### config.mk
export PLATFORM = sky130hd
export DESIGN_NAME = pool2d_stream_flat
export DESIGN_NICKNAME = d
export VERILOG_FILES = /design/src/rtl/pool_pkg.sv /design/src/rtl/pool2d_stream_if.sv /design/src/rtl/pool_line_buf.sv /design/src/rtl/pool2d_stream.sv /design/src/flat_wrapper.sv
export SDC_FILE = /design/constraint.sdc
export NUM_CORES = 1
export LEC_CHECK = 0
export CAP_MARGIN = 20
export CORE_ASPECT_RATIO = 1.5
export CORE_MARGIN = 4
export CORE_UTILIZATION = 50
export CTS_CLUSTER_DIAMETER = 50
export DETAILED_ROUTE_END_ITERATION = 7
export PLACE_DENSITY = 0.67
export SYNTH_ARGS = -nofsm -noshare
export SYNTH_HDL_FRONTEND = slang
export SYNTH_SLANG_ARGS = --single-unit
### constraint.sdc
create_clock -name clk -period 6.6 [get_ports clk]
set_clock_uncertainty 0.1 [all_clocks]
set_input_delay 1.32 -clock clk [delete_from_list [all_inputs] [get_ports clk]]
set_output_delay 1.32 -clock clk [all_outputs]
set_load 0.02 [all_outputs]
### src/rtl/pool_pkg.sv
// Shared types and width helpers for the 2x2 stride-2 pooling stream.
package pool_pkg;

  typedef enum logic {
    POOL_MAX = 1'b0,
    POOL_AVG = 1'b1
  } pool_mode_e;

  typedef enum logic [1:0] {
    FRM_IDLE,
    FRM_RUN,
    FRM_DISCARD
  } frame_state_e;

  // Horizontal partial needs one carry bit; the 4-pixel sum plus rounding needs two.
  localparam int unsigned POOL_PART_EXTRA = 1;
  localparam int unsigned POOL_SUM_EXTRA  = 2;

endpackage

### src/rtl/pool2d_stream_if.sv
// Activation-in / pooled-out handshake bundle for pool2d_stream.
interface pool2d_stream_if #(
  parameter int unsigned DATA_WIDTH    = 8,
  parameter int unsigned ADDRESS_WIDTH = 10
);
  logic                     act_valid_i;
  logic                     act_ready_o;
  logic [DATA_WIDTH-1:0]    act_result_i;
  logic                     act_last_i;
  logic                     pool_valid_o;
  logic                     pool_ready_i;
  logic [DATA_WIDTH-1:0]    pool_result_o;
  logic [ADDRESS_WIDTH-1:0] pool_result_address_o;
  logic                     pool_last_o;

  modport slave (
    input  act_valid_i, act_result_i, act_last_i, pool_ready_i,
    output act_ready_o, pool_valid_o, pool_result_o, pool_result_address_o, pool_last_o
  );

  modport master (
    output act_valid_i, act_result_i, act_last_i, pool_ready_i,
    input  act_ready_o, pool_valid_o, pool_result_o, pool_result_address_o, pool_last_o
  );
endinterface

### src/rtl/pool_line_buf.sv
// Line buffer of even-row horizontal partials: one write port, one registered read port.
module pool_line_buf #(
  parameter int unsigned DEPTH = 32,
  parameter int unsigned WIDTH = 9,
  parameter int unsigned AW    = 5
) (
  input  logic             clk,
  input  logic             rst,
  input  logic             we,
  input  logic [AW-1:0]    waddr,
  input  logic [WIDTH-1:0] wdata,
  input  logic             re,
  input  logic [AW-1:0]    raddr,
  output logic [WIDTH-1:0] rdata
);

  logic [WIDTH-1:0] mem [DEPTH];

  always_ff @(posedge clk) begin
    if (we) mem[waddr] <= wdata;
  end

  // Read data holds until the next read is issued.
  always_ff @(posedge clk or negedge rst) begin
    if (!rst)    rdata <= '0;
    else if (re) rdata <= mem[raddr];
  end

endmodule

### src/rtl/pool2d_stream.sv
// Streaming 2x2 stride-2 max/average pooling with backpressure and sticky framing error.
module pool2d_stream
  import pool_pkg::*;
#(
  parameter int unsigned DATA_WIDTH    = 8,
  parameter int unsigned ADDRESS_WIDTH = 10,
  parameter int unsigned MAX_WIDTH     = 64
) (
  input  logic                           clk,
  input  logic                           rst,
  input  logic [$clog2(MAX_WIDTH+1)-1:0] cfg_width_i,
  input  logic                           cfg_mode_i,
  pool2d_stream_if.slave                 bus,
  output logic                           err_o
);

  localparam int unsigned CW       = $clog2(MAX_WIDTH + 1);
  localparam int unsigned PW       = DATA_WIDTH + POOL_PART_EXTRA;
  localparam int unsigned SW       = DATA_WIDTH + POOL_SUM_EXTRA;
  localparam int unsigned LB_DEPTH = MAX_WIDTH / 2;
  localparam int unsigned LB_AW    = (LB_DEPTH > 1) ? $clog2(LB_DEPTH) : 1;

  frame_state_e             state_q, state_d;
  logic [CW-1:0]            width_q, col_q;
  pool_mode_e               mode_q;
  logic                     row_odd_q;
  logic [DATA_WIDTH-1:0]    h_reg_q;
  logic [ADDRESS_WIDTH-1:0] out_cnt_q, addr_q;
  logic                     valid_q, last_q, err_q;
  logic [DATA_WIDTH-1:0]    result_q;

  logic                  accept_c, first_c, cfg_bad_c, discard_c, good_c;
  logic                  col_last_c, load_c, last_ok_c, frame_end_c, err_set_c;
  logic [CW-1:0]         width_eff_c;
  pool_mode_e            mode_eff_c;
  logic [PW-1:0]         h_c, lb_rdata;
  logic [SW-1:0]         sum_c;
  logic [DATA_WIDTH-1:0] pool_c;

  assign bus.act_ready_o           = !valid_q || bus.pool_ready_i;
  assign bus.pool_valid_o          = valid_q;
  assign bus.pool_result_o         = result_q;
  assign bus.pool_result_address_o = addr_q;
  assign bus.pool_last_o           = last_q;
  assign err_o                     = err_q;

  assign accept_c    = bus.act_valid_i && bus.act_ready_o;
  assign first_c     = (state_q == FRM_IDLE);
  assign cfg_bad_c   = (cfg_width_i == '0) || cfg_width_i[0] || (cfg_width_i > CW'(MAX_WIDTH));
  assign width_eff_c = first_c ? cfg_width_i : width_q;
  assign mode_eff_c  = first_c ? pool_mode_e'(cfg_mode_i) : mode_q;

  // Frame tracker: config is judged on the first accepted pixel of each frame.
  always_comb begin
    state_d   = state_q;
    discard_c = 1'b0;
    if (accept_c) begin
      case (state_q)
        FRM_IDLE: begin
          discard_c = cfg_bad_c;
          if (bus.act_last_i) state_d = FRM_IDLE;
          else                state_d = cfg_bad_c ? FRM_DISCARD : FRM_RUN;
        end
        FRM_RUN: begin
          if (bus.act_last_i) state_d = FRM_IDLE;
        end
        FRM_DISCARD: begin
          discard_c = 1'b1;
          if (bus.act_last_i) state_d = FRM_IDLE;
        end
        default: state_d = FRM_IDLE;
      endcase
    end
  end

  always_ff @(posedge clk or negedge rst) begin
    if (!rst) state_q <= FRM_IDLE;
    else      state_q <= state_d;
  end

  assign good_c      = accept_c && !discard_c;
  assign col_last_c  = (col_q == width_eff_c - CW'(1));
  assign load_c      = good_c && col_q[0] && row_odd_q;
  assign last_ok_c   = good_c && bus.act_last_i && row_odd_q && col_last_c;
  assign frame_end_c = accept_c && bus.act_last_i;
  assign err_set_c   = discard_c || (frame_end_c && !last_ok_c);

  // Horizontal pair, then vertical combine against the buffered even-row partial.
  always_comb begin
    h_c    = (mode_eff_c == POOL_MAX)
           ? ((bus.act_result_i > h_reg_q) ? PW'(bus.act_result_i) : PW'(h_reg_q))
           : (PW'(h_reg_q) + PW'(bus.act_result_i));
    sum_c  = SW'(lb_rdata) + SW'(h_c) + SW'(2);
    pool_c = (mode_eff_c == POOL_MAX)
           ? DATA_WIDTH'((lb_rdata > h_c) ? lb_rdata : h_c)
           : DATA_WIDTH'(sum_c >> 2);
  end

  pool_line_buf #(
    .DEPTH (LB_DEPTH),
    .WIDTH (PW),
    .AW    (LB_AW)
  ) u_line_buf (
    .clk   (clk),
    .rst   (rst),
    .we    (good_c && col_q[0] && !row_odd_q),
    .waddr (LB_AW'(col_q >> 1)),
    .wdata (h_c),
    .re    (good_c && !col_q[0] && row_odd_q),
    .raddr (LB_AW'(col_q >> 1)),
    .rdata (lb_rdata)
  );

  always_ff @(posedge clk or negedge rst) begin
    if (!rst) begin
      width_q   <= '0;
      mode_q    <= POOL_MAX;
      col_q     <= '0;
      row_odd_q <= 1'b0;
      h_reg_q   <= '0;
      out_cnt_q <= '0;
      err_q     <= 1'b0;
      valid_q   <= 1'b0;
      result_q  <= '0;
      addr_q    <= '0;
      last_q    <= 1'b0;
    end else begin
      if (accept_c && first_c) begin
        width_q <= cfg_width_i;
        mode_q  <= pool_mode_e'(cfg_mode_i);
      end
      if (err_set_c) err_q <= 1'b1;

      if (frame_end_c) begin
        col_q     <= '0;
        row_odd_q <= 1'b0;
      end else if (good_c) begin
        if (col_last_c) begin
          col_q     <= '0;
          row_odd_q <= ~row_odd_q;
        end else begin
          col_q <= col_q + CW'(1);
        end
      end

      if (good_c && !col_q[0]) h_reg_q <= bus.act_result_i;

      if (frame_end_c) out_cnt_q <= '0;
      else if (load_c) out_cnt_q <= out_cnt_q + ADDRESS_WIDTH'(1);

      // Output slot: reload takes priority over drain, so no bubble on back-to-back windows.
      if (load_c) begin
        valid_q  <= 1'b1;
        result_q <= pool_c;
        addr_q   <= out_cnt_q;
        last_q   <= last_ok_c;
      end else if (bus.pool_ready_i) begin
        valid_q <= 1'b0;
      end
    end
  end

endmodule
### src/flat_wrapper.sv
// flat-port wrapper written by rule: the top's interface ports become plain ports
module pool2d_stream_flat import pool_pkg::*;
#(
  parameter int unsigned DATA_WIDTH    = 8,
  parameter int unsigned ADDRESS_WIDTH = 10,
  parameter int unsigned MAX_WIDTH     = 64
)
  (clk, rst, cfg_width_i, cfg_mode_i, err_o, bus_act_valid_i, bus_act_result_i, bus_act_last_i, bus_pool_ready_i, bus_act_ready_o, bus_pool_valid_o, bus_pool_result_o, bus_pool_result_address_o, bus_pool_last_o);
  pool2d_stream_if #(.DATA_WIDTH(DATA_WIDTH), .ADDRESS_WIDTH(ADDRESS_WIDTH)) bus_i ();
  input  logic clk;
  input  logic rst;
  input  logic [$clog2(MAX_WIDTH+1)-1:0] cfg_width_i;
  input  logic cfg_mode_i;
  output logic err_o;
  input wire logic [$bits(bus_i.act_valid_i)-1:0] bus_act_valid_i;
  input wire logic [$bits(bus_i.act_result_i)-1:0] bus_act_result_i;
  input wire logic [$bits(bus_i.act_last_i)-1:0] bus_act_last_i;
  input wire logic [$bits(bus_i.pool_ready_i)-1:0] bus_pool_ready_i;
  output wire logic [$bits(bus_i.act_ready_o)-1:0] bus_act_ready_o;
  output wire logic [$bits(bus_i.pool_valid_o)-1:0] bus_pool_valid_o;
  output wire logic [$bits(bus_i.pool_result_o)-1:0] bus_pool_result_o;
  output wire logic [$bits(bus_i.pool_result_address_o)-1:0] bus_pool_result_address_o;
  output wire logic [$bits(bus_i.pool_last_o)-1:0] bus_pool_last_o;
  assign bus_i.act_valid_i = bus_act_valid_i;
  assign bus_i.act_result_i = bus_act_result_i;
  assign bus_i.act_last_i = bus_act_last_i;
  assign bus_i.pool_ready_i = bus_pool_ready_i;
  assign bus_act_ready_o = bus_i.act_ready_o;
  assign bus_pool_valid_o = bus_i.pool_valid_o;
  assign bus_pool_result_o = bus_i.pool_result_o;
  assign bus_pool_result_address_o = bus_i.pool_result_address_o;
  assign bus_pool_last_o = bus_i.pool_last_o;
  pool2d_stream #(.DATA_WIDTH(DATA_WIDTH), .ADDRESS_WIDTH(ADDRESS_WIDTH), .MAX_WIDTH(MAX_WIDTH)) u_core (.clk(clk), .rst(rst), .cfg_width_i(cfg_width_i), .cfg_mode_i(cfg_mode_i), .bus(bus_i), .err_o(err_o));
endmodule
# After elaboration in Yosys (flattened, before gate mapping)

Memories as Yosys holds them, arrays and structs flattened. A register that Yosys moved wholly into a read port is not among the register bits.
Index checks and enable logic that the tools add are counted.

Register bits after elaboration: 57
RAM bits: 288
Memories: 1
Logic and storage cells: 83

Reduce and logical (&&, ||, !) cells: 32
Add/sub/neg operators: 6
Order comparisons: 3
Bitwise gates (word level): 1
Muxes and demuxes: 24
Eq/ne operators: 4

Memories:

| name                  | words | bits a word | rd ports | clocked after memory_dff | write ports | line                | text |
|---|---|---|---|---|---|---|---|
| u_core.u_line_buf.mem | 32    | 9           | 1        | 1                        | 1           | pool_line_buf.sv:17 | `logic [WIDTH-1:0] mem [DEPTH];` |

Operators with widths:

| kind                  | number |
|---|---|
| $mux 7                | 4 |
| $mux 8                | 3 |
| $mux 10               | 2 |
| $logic_and 1x1->1     | 13 |
| $add 10x1->10 const B | 1 |
| $add 10x2->10 const B | 1 |
| $add 9x9->10          | 1 |
| $add 8x8->9           | 1 |
| $gt 9x9->1            | 1 |
| $mux 1                | 9 |
| $mux 9                | 1 |
| $gt 8x8->1            | 1 |
| $reduce_bool 2->1     | 4 |
| $add 7x1->7 const B   | 1 |
| $eq 7x7->1            | 1 |
| $gt 7x7->1 const B    | 1 |
| $logic_not 7->1       | 1 |
| $sub 7x1->7 const B   | 1 |
| $logic_not 1->1       | 6 |
| $mux 2                | 3 |
| $logic_or 1x1->1      | 4 |
| $pmux 2 s2            | 1 |
| $reduce_and 2->1      | 2 |
| $eq 2x1->1 const B    | 1 |
| 6 further kinds       | 6 |

# Logic depth before layout (Yosys ltp)

Depth in word-level cells: 13
Depth in mapped cells: 18
Mapped depth without buffers: 18

# Cells and area by module

Synthesis repeated with hierarchy kept, for this count alone.

Cell total of the unflattened synthesis: 1145
Area total of the unflattened synthesis: 16086.7 sq um

By module, submodules not included:

| module        | area an instance (sq um) | cells an instance | instances |
|---|---|---|---|
| pool_line_buf | 11725.0                  | 656               | 1 |
| pool2d_stream | 4361.7                   | 489               | 1 |

# Least setup slack after synthesis

OpenSTA, ideal clock, no wires.

Path type: in2reg
Start point: input port bus_act_result_i[6]
End point: register u_core.result_q[5], in the netlist u_core.bus.pool_result_o[5]
Stages: 15
Data arrival time: 5.723 ns
Slack: 0.651 ns
Required time: 6.374 ns
Path buffers: 1
Path through: ha_1 -> nand4_1 -> nand2b_1 -> and2_1 -> nor2_1 -> mux2i_1 -> mux2i_1 -> ha_1 -> nor4_1 -> o31ai_1 -> a31oi_1 -> o31a_1 -> clkbuf_1 -> a211oi_1 -> a311o_1

Longest elaborated chain between the ends: 6
Elaborated cells between the ends (all ways): 9
Classes of those cells: add/sub (3); order compare (2); mux (4)

RTL lines:

| element                                           | line                                     | text |
|---|---|---|
| from (decl)                                       | flat_wrapper.sv:16                       | `input wire logic [$bits(bus_i.act_result_i)-1:0] bus_act_result_i;` |
| $gt 8x8->1                                        | pool2d_stream.sv:91                      | `? ((bus.act_result_i > h_reg_q) ? PW'(bus.act_result_i) : PW'(h_reg_q))` |
| $mux 8                                            | pool2d_stream.sv:91                      |  |
| $mux 9 *                                          | pool2d_stream.sv:91                      |  |
| net u_core.h_c[6]                                 | pool2d_stream.sv:36                      | `logic [PW-1:0] h_c, lb_rdata;` |
| $add 9x9->10 / $gt 9x9->1 (equally long branches) | pool2d_stream.sv:93, pool2d_stream.sv:95 |  |
| $add 10x2->10 / $mux 8 (equally long branches)    | pool2d_stream.sv:93, pool2d_stream.sv:95 |  |
| $mux 8 *                                          | pool2d_stream.sv:95                      | `? DATA_WIDTH'((lb_rdata > h_c) ? lb_rdata : h_c)` |
| to (signal assigned)                              | pool2d_stream.sv:154                     | `result_q <= pool_c;` |
| to (decl)                                         | pool2d_stream.sv:30                      | `logic [DATA_WIDTH-1:0] result_q;` |

The timed path passes the listed nets; every way through them passes the cells marked *.
A chain may end at the register's enable or synchronous reset.

# Worst setup path in the final report

Start point: input port bus_act_result_i[3]
End point: register u_core.result_q[6], in the netlist u_core.bus.pool_result_o[6]

The elaborated chain is that of the path after synthesis.

==> impl_metrics.ini <==
[power_and_ir_drop]
ir_worst_vdd_v = 0.000250
power.leakage_uw = 0.00653
p_switching_uw = 2490
seq_power_share_pct = 41.9
power.share.clock_pct = 25.8
p_sw_share_pct = 33.2
total_power_uw = 7510
p_per_area_mw_per_mm2 = 416
intPower_uw = 5020
combPwrFrac_pct = 32.2

[detailed_routing]
post_drt_wl_per_cell_microns = 21.8
drc = 0
vias = 9040
drtAntennaViolNets = 0
routed_via_density = 5.78
first_iter_violations = 747
first_pass_iters = 7
routed_wl_mm = 34.1

[synth]
synth_area_leader_cell = edfxtp_1
syn_avg_cell_area_sq_um = 14.9
yosysWarningCount = 0
synth_common_cells = 288 x edfxtp_1, 91 x nand2_1, 72 x mux4_2
synth_ff_type = edfxtp_1
synth_edf_count = 288
yosysUniqueCellTypes = 62
synth_seq_cells = 354
synthArstFlopShare_pct = 18.6
synth_top_cell_area_share_pct = 54.4
netlist_instances = 1067
synth_area_leaders = edfxtp_1 54%, dfrtp_1 10%, mux4_2 10%
netlist_area_sq_mm = 0.0159
syn-num-nets = 1141
yosysMostFrequentCell = edfxtp_1
synth-seq-area-share_pct = 64.8

[clocking]
cts-root-buf = clkbuf_16
worstSkewPairLatency_ps = 530
clk_pin_slew_ps = 60
cts_buffers = 34
clockBufferDepth = 3
cts_hold_buffers = 0
htree_levels = 2
cts_tree = yes
cts_resized = 0
cts.sinks = 354
post_cts_buffers = 0

[cells_and_area]
insertedDiodeCount = 0
area_delta_synth_final_pct = 13.7
drive_above_1_share_pct = 16.1
fin_nets = 1206
fin_util_pct = 57.9

[sta]
fin_ws_ps = 1090
grt_setup_unrepaired = no
maxSlewViolCount = 0
min_period_ps = 5510
fmax_mhz = 182
fin_setup_tns_ps = 0
finalHoldViolCount = 0
holdWs_ps = 373
setup_viol = 0
fin_crit_sh_pct = 83.5
tightest_slew_ps = 1000
maxSlewHeadroom_pct = 32.8

[min_path]
hold_start = u_core.bus.pool_result_address_o[4]$_DFFE_PN0P_
hold_depth = 2
hold_class = flip-flop to flip-flop

[run_status]
outcome = finished, final reports clean

[critical_path]
critPathArrivalTime_ps = 5810
cpPeakStageDelay_ps = 480
worstPathCellList = clkdlybuf4s50_1 > ha_1 > and4_1 > nand2b_1 > and2_1 > nor2_1 > buf_4 > mux2i_1 > nor2_1 > or2_2 > ha_1 > nor4_1 > nor2b_1 > o31ai_1 > a31oi_1 > o31a_1 > a211oi_1 > a211o_1
crit_start = bus_act_result_i[3]
path_buf_inv = 2
crit_type = input port to flip-flop
end_kind = flip-flop
cp_top_family = simple AND/OR/NAND/NOR gates
crit_fanout = 6
cp_slowest_cell = clkdlybuf4s50_1
reg2reg_depth = 18
cp-start-kind = input port
r2r_start = u_core.h_reg_q[3]$_DFFE_PN0P_
crit_cells = 18
cp.required_ps = 6900

[global_route]
grt-ovfl-total = 0
grt_pass1_wl_mm = 53.6
antenna_found_initial = 0
grt_max_degree = 63
grt_use_total_pct = 20.0
first_global_vias = 9157

[run]
maxCapViolations = 0

[floorplan]
start_util_pct = 50.9
die_height_microns = 226
dieArea_sq_mm = 0.0348
die_w_microns = 154
num_io_pins = 43
rows = 79
coreArea_sq_mm = 0.0312

[place]
hpwl_mm = 23.2
routabilityCongestion = 0.917
io_buffers = 42
dp_slack_ps = 639
per-stage QoR:
step / area [sq um] / cells
global route: 18100 / 1563
finish: 18100 / 1563
global placement: 16900 / 1500
detailed placement: 16900 / 1500
CTS: 18100 / 1562
floorplan: 15900 / 1067
state kept, by name, summed over array words and instances, names as in the netlist, 2 cells and up:
signal,flops
u_core.h_reg_q,8
u_core.bus.pool_result_o,8
u_core.bus.pool_result_address_o,10
u_core.state_q,2
u_core.width_q,7
u_core.u_line_buf.mem,288
u_core.col_q,7
u_core.u_line_buf.rdata,9
u_core.out_cnt_q,10
routing by layer:
layer | vias up | GRT usage [%] | wire (microns)
met2 | 230 | 37.0 | 18600
li1 | 4204 | - | -
met5 | - | 0 | 0
met4 | 0 | 8.52 | 1440
met3 | 77 | 2.85 | 1330
met1 | 4529 | 23.2 | 12800
cells in the final DEF, fill, tap and decap left out, drive strengths merged, types with 40 or more instances in the layout:
master / count
clkbuf: 42
clkdlybuf4s50: 41
dfrtp: 66
edfxtp: 288
ha: 51
inv: 70
mux4: 72
nand2: 91
nor2: 60
o21ai: 40
power by group through the flow:
stage | Combinational (uW) | Sequential (uW) | Clock [uW]
floorplan | 1710 | 3060 | 0
global placement | 2380 | 3200 | 0
detailed placement | 2420 | 3200 | 0
CTS | 2430 | 3160 | 1990
global route | 2660 | 3180 | 2080
finish | 2420 | 3150 | 1940
tightest hold or removal path: stages, from the launching register on:
cell and delay, ps:
dfrtp_1 340, nand2_1 50, nand2_1 50
cell type report:
cell class / count / area [sq um]
sequential: 354 / 10300
timing repair buffer: 78 / 693
tap: 405 / 507
clock buffer: 42 / 912
fill: 2397 / 13200
clock inverter: 20 / 211
inverter: 69 / 259
multi-input combinational: 595 / 5180
cells by family (layout without fill, tap and decap cells):
kind of cell	after synthesis	after routing	share of synthesized area [%]
AO/OA/AOI/OAI	166	166	6.89
XOR/XNOR	26	26	1.43
adder cells (fa/ha/maj)	53	53	4.27
buffers and inverters	118	209	2.88
flip-flops	354	354	64.8
multiplexers	102	102	12.2
AND/OR/NAND/NOR	248	248	7.55
path summary, 6_finish.rpt:
path | end | slack [ps]
worst max-delay path | u_core.bus.pool_result_o[6]$_DFFE_PN0P_ | 1090
worst min-delay path | u_core.bus.pool_result_address_o[4]$_DFFE_PN0P_ | 370
worst max register to register | u_core.bus.pool_result_o[6]$_DFFE_PN0P_ | 1940
worst min register to register | u_core.bus.pool_result_address_o[4]$_DFFE_PN0P_ | 370
max in group asynchronous | u_core.col_q[1]$_DFFE_PN0P_ | 4730
min in group asynchronous | u_core.h_reg_q[5]$_DFFE_PN0P_ | 510
Power figures use the tool's default switching activity.
